--- src/rtl/fwd_operand_stage.sv ---
// D->E operand stage: latches source operands with W write-through, forwards from M/W in E, detects load-use.
// Optional FWD_STATS_EN macro adds saturating stall/forward counters.
`timescale 1ns/1ps
module fwd_operand_stage #(
  parameter int DATA_W = 32,
  parameter int AW     = 5,
  parameter int NSRC   = 2
) (
  input  logic                     clk,
  input  logic                     reset,
  input  logic                     hold_E,
  input  logic                     valid_D,
  input  logic [NSRC-1:0]          use_D,
  input  logic [NSRC*AW-1:0]       src_addr_D,
  input  logic [NSRC*DATA_W-1:0]   src_data_D,
  input  logic                     wr_en_E,
  input  logic                     is_load_E,
  input  logic [AW-1:0]            wr_addr_E,
  input  logic                     wr_en_M,
  input  logic [AW-1:0]            wr_addr_M,
  input  logic [DATA_W-1:0]        alu_o_M,
  input  logic                     wr_en_W,
  input  logic [AW-1:0]            wr_addr_W,
  input  logic [DATA_W-1:0]        result_W,
  output logic                     stall_D,
  output logic                     valid_E,
  output logic [NSRC*DATA_W-1:0]   opnd_E,
  output logic [NSRC*2-1:0]        fwd_sel_E
`ifdef FWD_STATS_EN
  ,
  output logic [15:0]              stall_cnt,
  output logic [15:0]              fwd_cnt
`endif
);

  localparam logic [1:0] SEL_REG = 2'b00;
  localparam logic [1:0] SEL_W   = 2'b01;
  localparam logic [1:0] SEL_M   = 2'b10;

  logic                   valid_q, valid_d;
  logic [NSRC*AW-1:0]     addr_q, addr_d;
  logic [NSRC*DATA_W-1:0] data_q, data_d;
  logic                   luh;

  // Register 0 is hardwired zero, so a write to it never matches a reader.
  function automatic logic addr_hit(input logic en, input logic [AW-1:0] wa, input logic [AW-1:0] ra);
    return en && (wa == ra) && (ra != {AW{1'b0}});
  endfunction

  // Load-use hazard: a D source needs the result of a load still in E.
  always_comb begin
    luh = 1'b0;
    for (int i = 0; i < NSRC; i++) begin
      luh = luh | (use_D[i] & addr_hit(wr_en_E, wr_addr_E, src_addr_D[i*AW +: AW]));
    end
    luh = luh & valid_D & is_load_E;
  end

  assign stall_D = reset && (luh || hold_E);

  // E register next-state: hold beats bubble beats capture.
  always_comb begin
    valid_d = valid_q;
    addr_d  = addr_q;
    data_d  = data_q;
    if (hold_E) begin
      valid_d = valid_q;
    end else if (luh) begin
      valid_d = 1'b0;
      addr_d  = {(NSRC*AW){1'b0}};
      data_d  = {(NSRC*DATA_W){1'b0}};
    end else begin
      valid_d = valid_D;
      addr_d  = src_addr_D;
      for (int i = 0; i < NSRC; i++) begin
        if (addr_hit(wr_en_W, wr_addr_W, src_addr_D[i*AW +: AW])) begin
          data_d[i*DATA_W +: DATA_W] = result_W;
        end else begin
          data_d[i*DATA_W +: DATA_W] = src_data_D[i*DATA_W +: DATA_W];
        end
      end
    end
  end

  // D/E boundary registers.
  always_ff @(posedge clk) begin
    if (!reset) begin
      valid_q <= 1'b0;
      addr_q  <= {(NSRC*AW){1'b0}};
      data_q  <= {(NSRC*DATA_W){1'b0}};
    end else begin
      valid_q <= valid_d;
      addr_q  <= addr_d;
      data_q  <= data_d;
    end
  end

  assign valid_E = valid_q;

  // E forwarding: M is the newest producer so it wins over W.
  always_comb begin
    opnd_E    = data_q;
    fwd_sel_E = {(NSRC*2){1'b0}};
    for (int i = 0; i < NSRC; i++) begin
      if (!valid_q) begin
        fwd_sel_E[i*2 +: 2] = SEL_REG;
      end else if (addr_hit(wr_en_M, wr_addr_M, addr_q[i*AW +: AW])) begin
        fwd_sel_E[i*2 +: 2]        = SEL_M;
        opnd_E[i*DATA_W +: DATA_W] = alu_o_M;
      end else if (addr_hit(wr_en_W, wr_addr_W, addr_q[i*AW +: AW])) begin
        fwd_sel_E[i*2 +: 2]        = SEL_W;
        opnd_E[i*DATA_W +: DATA_W] = result_W;
      end else begin
        fwd_sel_E[i*2 +: 2] = SEL_REG;
      end
    end
  end

`ifdef FWD_STATS_EN
  logic [15:0] stall_cnt_q, stall_cnt_d;
  logic [15:0] fwd_cnt_q, fwd_cnt_d;

  // Saturating event counters.
  always_comb begin
    stall_cnt_d = stall_cnt_q;
    fwd_cnt_d   = fwd_cnt_q;
    if (luh && !hold_E && (stall_cnt_q != 16'hFFFF)) begin
      stall_cnt_d = stall_cnt_q + 16'd1;
    end else begin
      stall_cnt_d = stall_cnt_q;
    end
    if (valid_q && (fwd_sel_E != {(NSRC*2){1'b0}}) && (fwd_cnt_q != 16'hFFFF)) begin
      fwd_cnt_d = fwd_cnt_q + 16'd1;
    end else begin
      fwd_cnt_d = fwd_cnt_q;
    end
  end

  // Counter registers.
  always_ff @(posedge clk) begin
    if (!reset) begin
      stall_cnt_q <= 16'd0;
      fwd_cnt_q   <= 16'd0;
    end else begin
      stall_cnt_q <= stall_cnt_d;
      fwd_cnt_q   <= fwd_cnt_d;
    end
  end

  assign stall_cnt = stall_cnt_q;
  assign fwd_cnt   = fwd_cnt_q;
`endif

endmodule

--- config.mk ---
export PLATFORM = sky130hd
export DESIGN_NAME = fwd_operand_stage
export DESIGN_NICKNAME = d
export VERILOG_FILES = /design/src/rtl/fwd_operand_stage.sv
export SDC_FILE = /design/constraint.sdc
export NUM_CORES = 1
export LEC_CHECK = 0
export ABC_AREA = 1
export ABC_CLOCK_PERIOD_IN_PS = 3960
export BUFFER_PORTS_ARGS = -buffer_cell sky130_fd_sc_hd__buf_2
export CAP_MARGIN = 10
export CELL_PAD_IN_SITES_DETAIL_PLACEMENT = 1
export CELL_PAD_IN_SITES_GLOBAL_PLACEMENT = 1
export CORE_MARGIN = 1.5
export CORE_UTILIZATION = 36
export DETAILED_ROUTE_END_ITERATION = 12
export HOLD_SLACK_MARGIN = 0.03
export PLACE_DENSITY = 0.86
export SLEW_MARGIN = 15
export SYNTH_ARGS = -nofsm -noshare
export SYNTH_HDL_FRONTEND = slang
export SYNTH_SLANG_ARGS = --single-unit
export TNS_END_PERCENT = 5
--- constraint.sdc ---
create_clock -name clk -period 3.96 [get_ports clk]
set_input_delay 0.198 -clock clk [delete_from_list [all_inputs] [get_ports clk]]
set_output_delay 0.198 -clock clk [all_outputs]
set_load 0.01 [all_outputs]
Word-level counts from Yosys, hierarchy flattened
Index checks and enable logic that the tools add are counted.

operators by class
  eq/ne operators = 8
  muxes and demuxes = 17
  bitwise gates (word level) = 5
  reduce and logical (&&, ||, !) cells = 22

operator list
  operator             number
  32-bit two-way mux   8
  64-bit two-way mux   1
  5-bit equality test  8
  5-bit nonzero test   4
  1-bit logical AND    17
  10-bit two-way mux   1
  2-bit two-way mux    4
  1-bit AND            4
  1-bit two-way mux    3
  1-bit logical OR     1
  1-bit OR             1

word-level totals
  register bits after elaboration = 75
  input port bits = 163
  output and inout bits = 70
  logic and storage cells = 55

Logic depth before layout (Yosys ltp)
Gate-level depths: netlist (run 1).

  depth after elaboration = 9
  gate-level depth with buffers = 13
  mapped depth without buffers = 11

Worst setup path after synthesis (run 1)
No wires, ideal clock.

  path kind = register -> output
  start point = register valid_q (netlist: valid_E)
  end point = output opnd_E[23]
  data arrival time = 1.425 ns
  data required time = 3.762 ns
  slack = 2.337 ns
  stages on the path, launching flop included = 9
  buffers on the path = 3
  path through = dfxtp_1 -> buf_2 -> inv_1 -> buf_2 -> buf_1 -> nand2_1 -> nand2_1 -> inv_1 -> nand2_1

on the way
  word-level cells in the longest chain between the ends = 1

RTL lines
  what                    RTL line  text
  from (decl)             40        logic valid_q, valid_d;
  from (signal assigned)  92        valid_q <= valid_d;
  32-bit two-way mux      105       if (!valid_q) begin
  to (decl)               27        output logic [NSRC*DATA_W-1:0] opnd_E,

Every way passes these cells.

Final worst setup path (run 1)
  start point = register addr_q[1]
  end point = output opnd_E[29]

on the way
  word-level cells in the longest chain between the ends = 6
  elaborated cells between the ends (all ways) = 10
  classes of those cells = eq/ne (2); mux (3); reduce/logical (5)

RTL lines
  what                            RTL line  text
  from (decl)                     41        logic [NSRC*AW-1:0] addr_q, addr_d;
  from (signal assigned)          89        addr_q <= {(NSRC*AW){1'b0}};
  from (signal assigned)          93        addr_q <= addr_d;
  5-bit equality test             47        return en && (wa == ra) && (ra != {AW{1'b0}});
  1-bit logical AND (2 in a row)  47
  32-bit two-way mux              110       end else if (addr_hit(wr_en_W, wr_addr_W, addr_q[i*AW +: AW])) begin
  32-bit two-way mux *            107       end else if (addr_hit(wr_en_M, wr_addr_M, addr_q[i*AW +: AW])) begin
  32-bit two-way mux *            105

Every way passes the cells marked *; elsewhere a longest branch is shown, timed or not.

==> results.toml, run 1 <==
[min_path]
hp-class = "primary input to flop"
worstHoldStart = "valid_D"

[drt]
routed-wl-met2_mm = 15.2
drt_first_pass_iters = 5
drc_errors = 0
via_count = 9238
route.top_layer_used = "met5"
wl_met1_mm = 13.1
ant_nets = 0
detailroute.wirelength.met3_mm = 1.99
vias_per_cell = 5.30
wl_per_cell_um = 18.2
drt_iter0_markers = 600
routed_wl_mm = 31.6

[logic_synthesis]
synth_top_family_by_area = "simple AND/OR/NAND/NOR gates"
synthMuxAreaShare_pct = 0
netlist.area_leader.share_pct = 29.2
synthXorXnorAreaFrac_pct = 1.61
syn_area_um2 = 7070
synth_area_leaders = "nand2_1 29%, dfxtp_1 21%, nand3_1 13%"
synth_area_leader_cell = "nand2_1"
ys_seq_area_share_pct = 21.2
ys_top_cells_by_count = "550 x nand2_1, 180 x nand3_1, 155 x inv_1"
synth_compound_area_share_pct = 12.2
synth_edf_count = 0
ys_warn_count = 0
yosys.area_share.simple_pct = 49.0
synth_ff_type = "dfxtp_1"
synth_most_common_cell = "nand2_1"
syn-num-nets = 1461
synth_seq_cells = 75
yosysUniqueCellTypes = 35
syn_area_per_cell_um2 = 5.45
synth_adder_area_share_pct = 0
synthArstFlopShare_pct = 0
synth_cells = 1298

[placement]
place_hpwl_mm = 21.9
io_buffers = 232
gp_congestion = 0.887
pre_cts_ws_ns = 1.30

[setup_path]
critPathCaptureType = "output pin"
r2r_setup_slack_ns = 2.83
cp_slowest_cell = "nor2_2"
worstPathMaxFanout = 34
cp_slowest_stage_delay_ns = 0.53
cp.required_ns = 3.76
startpoint = "addr_q[1]"
arrival_ns = 2.93
crit_path_start_kind = "flop"
r2r_start = "valid_E"
critical_path.top_delay_family = "simple AND/OR/NAND/NOR gates"
worst-path-buf-inv = 3
path_cells = "nor3_1 > nand3_1 > nand4_1 > nor2_4 > buf_4 > nor2_2 > buf_4 > nand3_1 > nand2_1 > buf_2"
worstSetupPathType = "flop to output pin"

[clock_tree]
cts-buffers-inserted = 9
clk_pin_slew_worst_paths_ns = 0.06
cts_root_buf = "clkbuf_16"
cts_max_level = 3
clkSinkCount = 75
insertion_delay_ns = 0.35
cts_tree = "built"
postCtsHoldBufs = 0
cts_resized = 0
clockBufferDepth = 2
cts_setup_buffers = 0

[floorplanning]
fp.dieH_um = 143
fp.coreArea_um2 = 19300
start_util_pct = 36.6
fp-row-count = 51
die_x_um = 143
die_area_um2 = 20500
io_pins = 233

[grt]
overflow = 0
antenna_found_initial = 5
grt_pass1_wl_mm = 48.6
grt_pass1_vias = 9227
grt_max_degree = 76
grt_usage_pct = 30.7

[cells_and_area]
syn2layout_area_growth_pct = 20.5
regArea_um2 = 1500
drive_above_1_share_pct = 20.1
n_fill_cell = 2851
multiInputGateArea_um2 = 4460
fin_nets = 1632
utilization_pct = 44.1

[timing]
worstMarginPinSlew_ns = 1.20
max_freq_ghz = 0.320
finalSetupTns_ns = 0
relSlewSlack_pct = 20.1
layout_setup_ws_ns = 0.833
period_needed_ns = 3.13
worst_clock_skew_ns = 0
setup_viol = 0
final_max_slew_viol_count = 0
finalCritPeriodShare_pct = 79.0
hold_viol = 0
rsz0062_at_grt = "false"

[pwr]
leakagePower_nw = 4.72
power_mw = 2.38
power_density_nw_per_um2 = 279
ir_worst_vdd_mv = 0.205

[status]
status = "complete, no violations"

[flow_run]
maxCapViolations = 0
## worst register-to-register path, stage by stage (launching register included)
cell and delay (ns):
dfxtp_2 0.33, buf_4 0.44, nand2_1 0.11, a21oi_1 0.16
## cells in the final DEF, fill, tap and decap left out, types with 3 or more instances in the layout
cell type,netlist,routed
a21boi_0,3,3
a21oi_1,76,76
a21oi_2,3,3
buf_2,30,232
buf_4,11,17
clkbuf_16,0,9
dfxtp_1,75,74
diode_2,0,3
inv_1,155,152
inv_2,9,12
nand2_1,550,549
nand2_2,5,6
nand3_1,180,180
nand3b_1,32,32
nand4_1,3,3
nor2_1,16,16
nor2_4,2,5
nor3_1,5,5
o211ai_1,32,32
o21ai_0,32,32
xnor2_1,9,9
xor2_1,4,4
## through the flow
stage	std cells	instance area [um^2]	hold slack, ns
after floorplan	1298	7070	0.358
after global placement	1723	8210	0.455
after detailed placement	1723	8210	0.468
after CTS	1739	8510	0.134
after global routing	1740	8510	0.171
final	1742	8520	0.140
## per-layer routing
| layer | vias up | GRT usage (%) |
|---|---|---|
| li1 | 4420 | - |
| met1 | 4380 | 36.9 |
| met2 | 339 | 52.8 |
| met3 | 95 | 5.06 |
| met4 | 4 | 15.5 |
| met5 | - | 0 |
## final timing paths
path,to,cells after the start
setup / recovery,opnd_E[29],10
hold / removal,valid_E,3
setup reg to reg,valid_E,3
hold reg to reg,addr_q[8],2
## state kept, by name (all words and copies together) (netlist names)
register,count
data_q,64
valid_E,1
addr_q,10
## power breakdown
part	switching [mW]	total, mW	internal (mW)
sequential	0.0399	0.840	0.800
clock	0.350	0.872	0.522
combinational	0.432	0.669	0.237
total	0.822	2.38	1.56
## cells by family after synthesis
family / after synthesis
AO/OA/AOI/OAI: 150
XOR/XNOR: 13
buffers and inverters: 254
flip-flops: 75
AND/OR/NAND/NOR: 806
## cell type report
class	instances	area share, %
Timing Repair Buffer	249	15.1
Inverter	165	7.27
Clock inverter	4	0.573
Antenna cell	3	0.0881
Clock buffer	12	3.01
Tap cell	265	3.89
Sequential cell	75	17.6
Multi-Input combinational cell	969	52.4
Note: power is estimated with default switching activity, not from simulation.
==> run 2, diff against run 1 <==
--- a/config.mk
+++ b/config.mk
@@ -5,17 +5,17 @@
 export SDC_FILE = /design/constraint.sdc
 export NUM_CORES = 1
 export LEC_CHECK = 0
-export ABC_AREA = 1
-export ABC_CLOCK_PERIOD_IN_PS = 3960
+export ABC_AREA = 0
+export ABC_CLOCK_PERIOD_IN_PS = 3200
 export BUFFER_PORTS_ARGS = -buffer_cell sky130_fd_sc_hd__buf_2
 export CAP_MARGIN = 10
 export CELL_PAD_IN_SITES_DETAIL_PLACEMENT = 1
 export CELL_PAD_IN_SITES_GLOBAL_PLACEMENT = 1
 export CORE_MARGIN = 1.5
-export CORE_UTILIZATION = 36
+export CORE_UTILIZATION = 34
 export DETAILED_ROUTE_END_ITERATION = 12
 export HOLD_SLACK_MARGIN = 0.03
-export PLACE_DENSITY = 0.86
+export PLACE_DENSITY = 0.81
 export SLEW_MARGIN = 15
 export SYNTH_ARGS = -nofsm -noshare
 export SYNTH_HDL_FRONTEND = slang
==> constraint.sdc (replaced) <==
create_clock -name clk -period 3.2 [get_ports clk]
set_input_delay 0.16 -clock clk [delete_from_list [all_inputs] [get_ports clk]]
set_output_delay 0.16 -clock clk [all_outputs]
set_load 0.01 [all_outputs]
==> run 2 against run 1 <==
Net effect: global-route usage is 5.7 points lower; non-clock buffer count is 5 higher; utilization is 1.5 points higher; synthesized cell count is 50% lower; sequential share of layout area is 4.1 points higher; cell area is 19% lower; critical endpoint is now opnd_E[48]; highest routed layer is now met4.
==> results.toml, run 2 <==
[logic_synthesis]
syn-num-nets = 812
synth_area_leaders = "dfxtp_1 29%, mux2i_1 12%, a2bb2oi_1 11%"
synth_most_common_cell = "dfxtp_1"
synth_seq_cells = 75
synthArstFlopShare_pct = 0
syn_area_um2 = 5240
ys_seq_area_share_pct = 28.6
synth_area_leader_cell = "dfxtp_1"
synth_edf_count = 0
ys_top_cells_by_count = "75 x dfxtp_1, 67 x nand2_1, 65 x nand3_1"
ys_warn_count = 0
yosysUniqueCellTypes = 34
synth_ff_type = "dfxtp_1"
syn_area_per_cell_um2 = 8.08
synth_cells = 649
netlist.area_leader.share_pct = 28.6

[grt]
grt_pass1_wl_mm = 32.0
grt_max_degree = 42
antenna_found_initial = 1
grt_pass1_vias = 6051
overflow = 0
grt_usage_pct = 25.1

[cells_and_area]
largest-register = "data_q"
utilization_pct = 45.6
syn2layout_area_growth_pct = 31.7
drive_above_1_share_pct = 33.0
largest_register_ffs = 64
fin_nets = 1014
fin_cells = 1044
layout_commonest_cell = "buf_2"
final_cell_mix = "232 x buf_2, 74 x dfxtp_1, 67 x nand2_1"

[drt]
via_count = 5834
drt_first_pass_iters = 5
drt_iter0_markers = 258
wl_per_cell_um = 19.5
drc_errors = 0
vias_per_cell = 5.59
routed_wl_mm = 20.3
ant_nets = 0

[clock_tree]
cts_max_level = 3
cts_tree = "built"
clk_pin_slew_worst_paths_ns = 0.06
cts-buffers-inserted = 9
clockBufferDepth = 2
cts_setup_buffers = 0
cts_resized = 0
postCtsHoldBufs = 0
clkSinkCount = 75
insertion_delay_ns = 0.34
cts_root_buf = "clkbuf_16"

[pwr]
leakagePower_nw = 2.94
power_mw = 2.56
ir_worst_vdd_mv = 0.222
power_density_nw_per_um2 = 370

[timing]
relSlewSlack_pct = 46.1
finalSetupTns_ns = 0
worstMarginPinSlew_ns = 0.805
rsz0062_at_grt = "false"
period_needed_ns = 2.84
setup_viol = 0
final_max_slew_viol_count = 0
max_freq_ghz = 0.352
worst_clock_skew_ns = 0
hold_slack_ns = 0.0594
finalCritPeriodShare_pct = 88.7
hold_viol = 0

[placement]
gp_congestion = 0.807
place_hpwl_mm = 14.6
numPlacedInstances = 1028
io_buffers = 232

[setup_path]
arrival_ns = 2.68
critPathCaptureType = "output pin"
cp.required_ns = 3.04
worstSetupPathType = "flop to output pin"
reg2regPathDepth = 2
r2r_start = "valid_E"
crit_path_start_kind = "flop"
r2r-end = "valid_E"
r2r_setup_slack_ns = 2.23
worstPathMaxFanout = 19

[status]
status = "complete, no violations"

[floorplanning]
io_pins = 233
start_util_pct = 34.6
fp.dieH_um = 127
die_x_um = 127
fp-row-count = 45
fp.coreArea_um2 = 15100
die_area_um2 = 16200

[min_path]
worstHoldStart = "valid_D"
hp-class = "primary input to flop"
holdPathStages = 2
hold_end = "valid_E"

[flow_run]
maxCapViolations = 0
## run 2: per-layer routing
layer | routed length [um] | part of all wire (%) | GRT usage, %
met3 | 1110 | 5.5 | 3.77
met5 | 0 | 0 | 0
met2 | 9530 | 47 | 42.7
met4 | 352 | 1.7 | 8.29
met1 | 9330 | 46 | 32.6
## run 2: through the flow
| step | cell area, um^2 | worst slack (ns) |
|---|---|---|
| detailed placement | 6640 | 0.725 |
| finish | 6900 | 0.363 |
| CTS | 6900 | 0.359 |
| global route | 6900 | 0.190 |
| floorplan | 5240 | 1.10 |
| global placement | 6640 | 0.742 |
## run 2: worst max path at each step
stage | end | from
after floorplan | opnd_E[32] | addr_q[5]
final | opnd_E[48] | addr_q[5]
after detailed placement | opnd_E[54] | addr_q[6]
after global placement | opnd_E[48] | addr_q[5]
after global routing | opnd_E[46] | addr_q[5]
after CTS | opnd_E[54] | addr_q[6]
## run 2: critical path, cell delays in order, from the launching register on
cell and delay, ns:
dfxtp_1 0.35, or4_1 0.56, o211a_1 0.24, and2_2 0.34, buf_12 0.23, o31ai_1 0.32, a2bb2oi_1 0.13, buf_2 0.17
## run 2: where the power goes
group,switching [mW],internal [mW]
combinational,0.334,0.251
clock,0.403,0.539
sequential,0.0365,0.993
total,0.774,1.78
## run 2: cells by family after synthesis
family,share of synthesized area (%)
and+or+nand+nor,14.8
buffers and inverters,8.02
xor gates and xnor gates,6.68
DFF,28.6
AOI/OAI and AO/OA,29.6
muxes,12.2
## run 2: layout make-up
cell class,instances,area [um^2]
fillers,1909,8240
multi-input cells,478,3400
flip-flops and latches,75,1500
repair buffers,254,1380
clock buffers,12,246
well taps,188,235
inverters,33,124
clock inverters,3,15.0
diodes,1,2.50
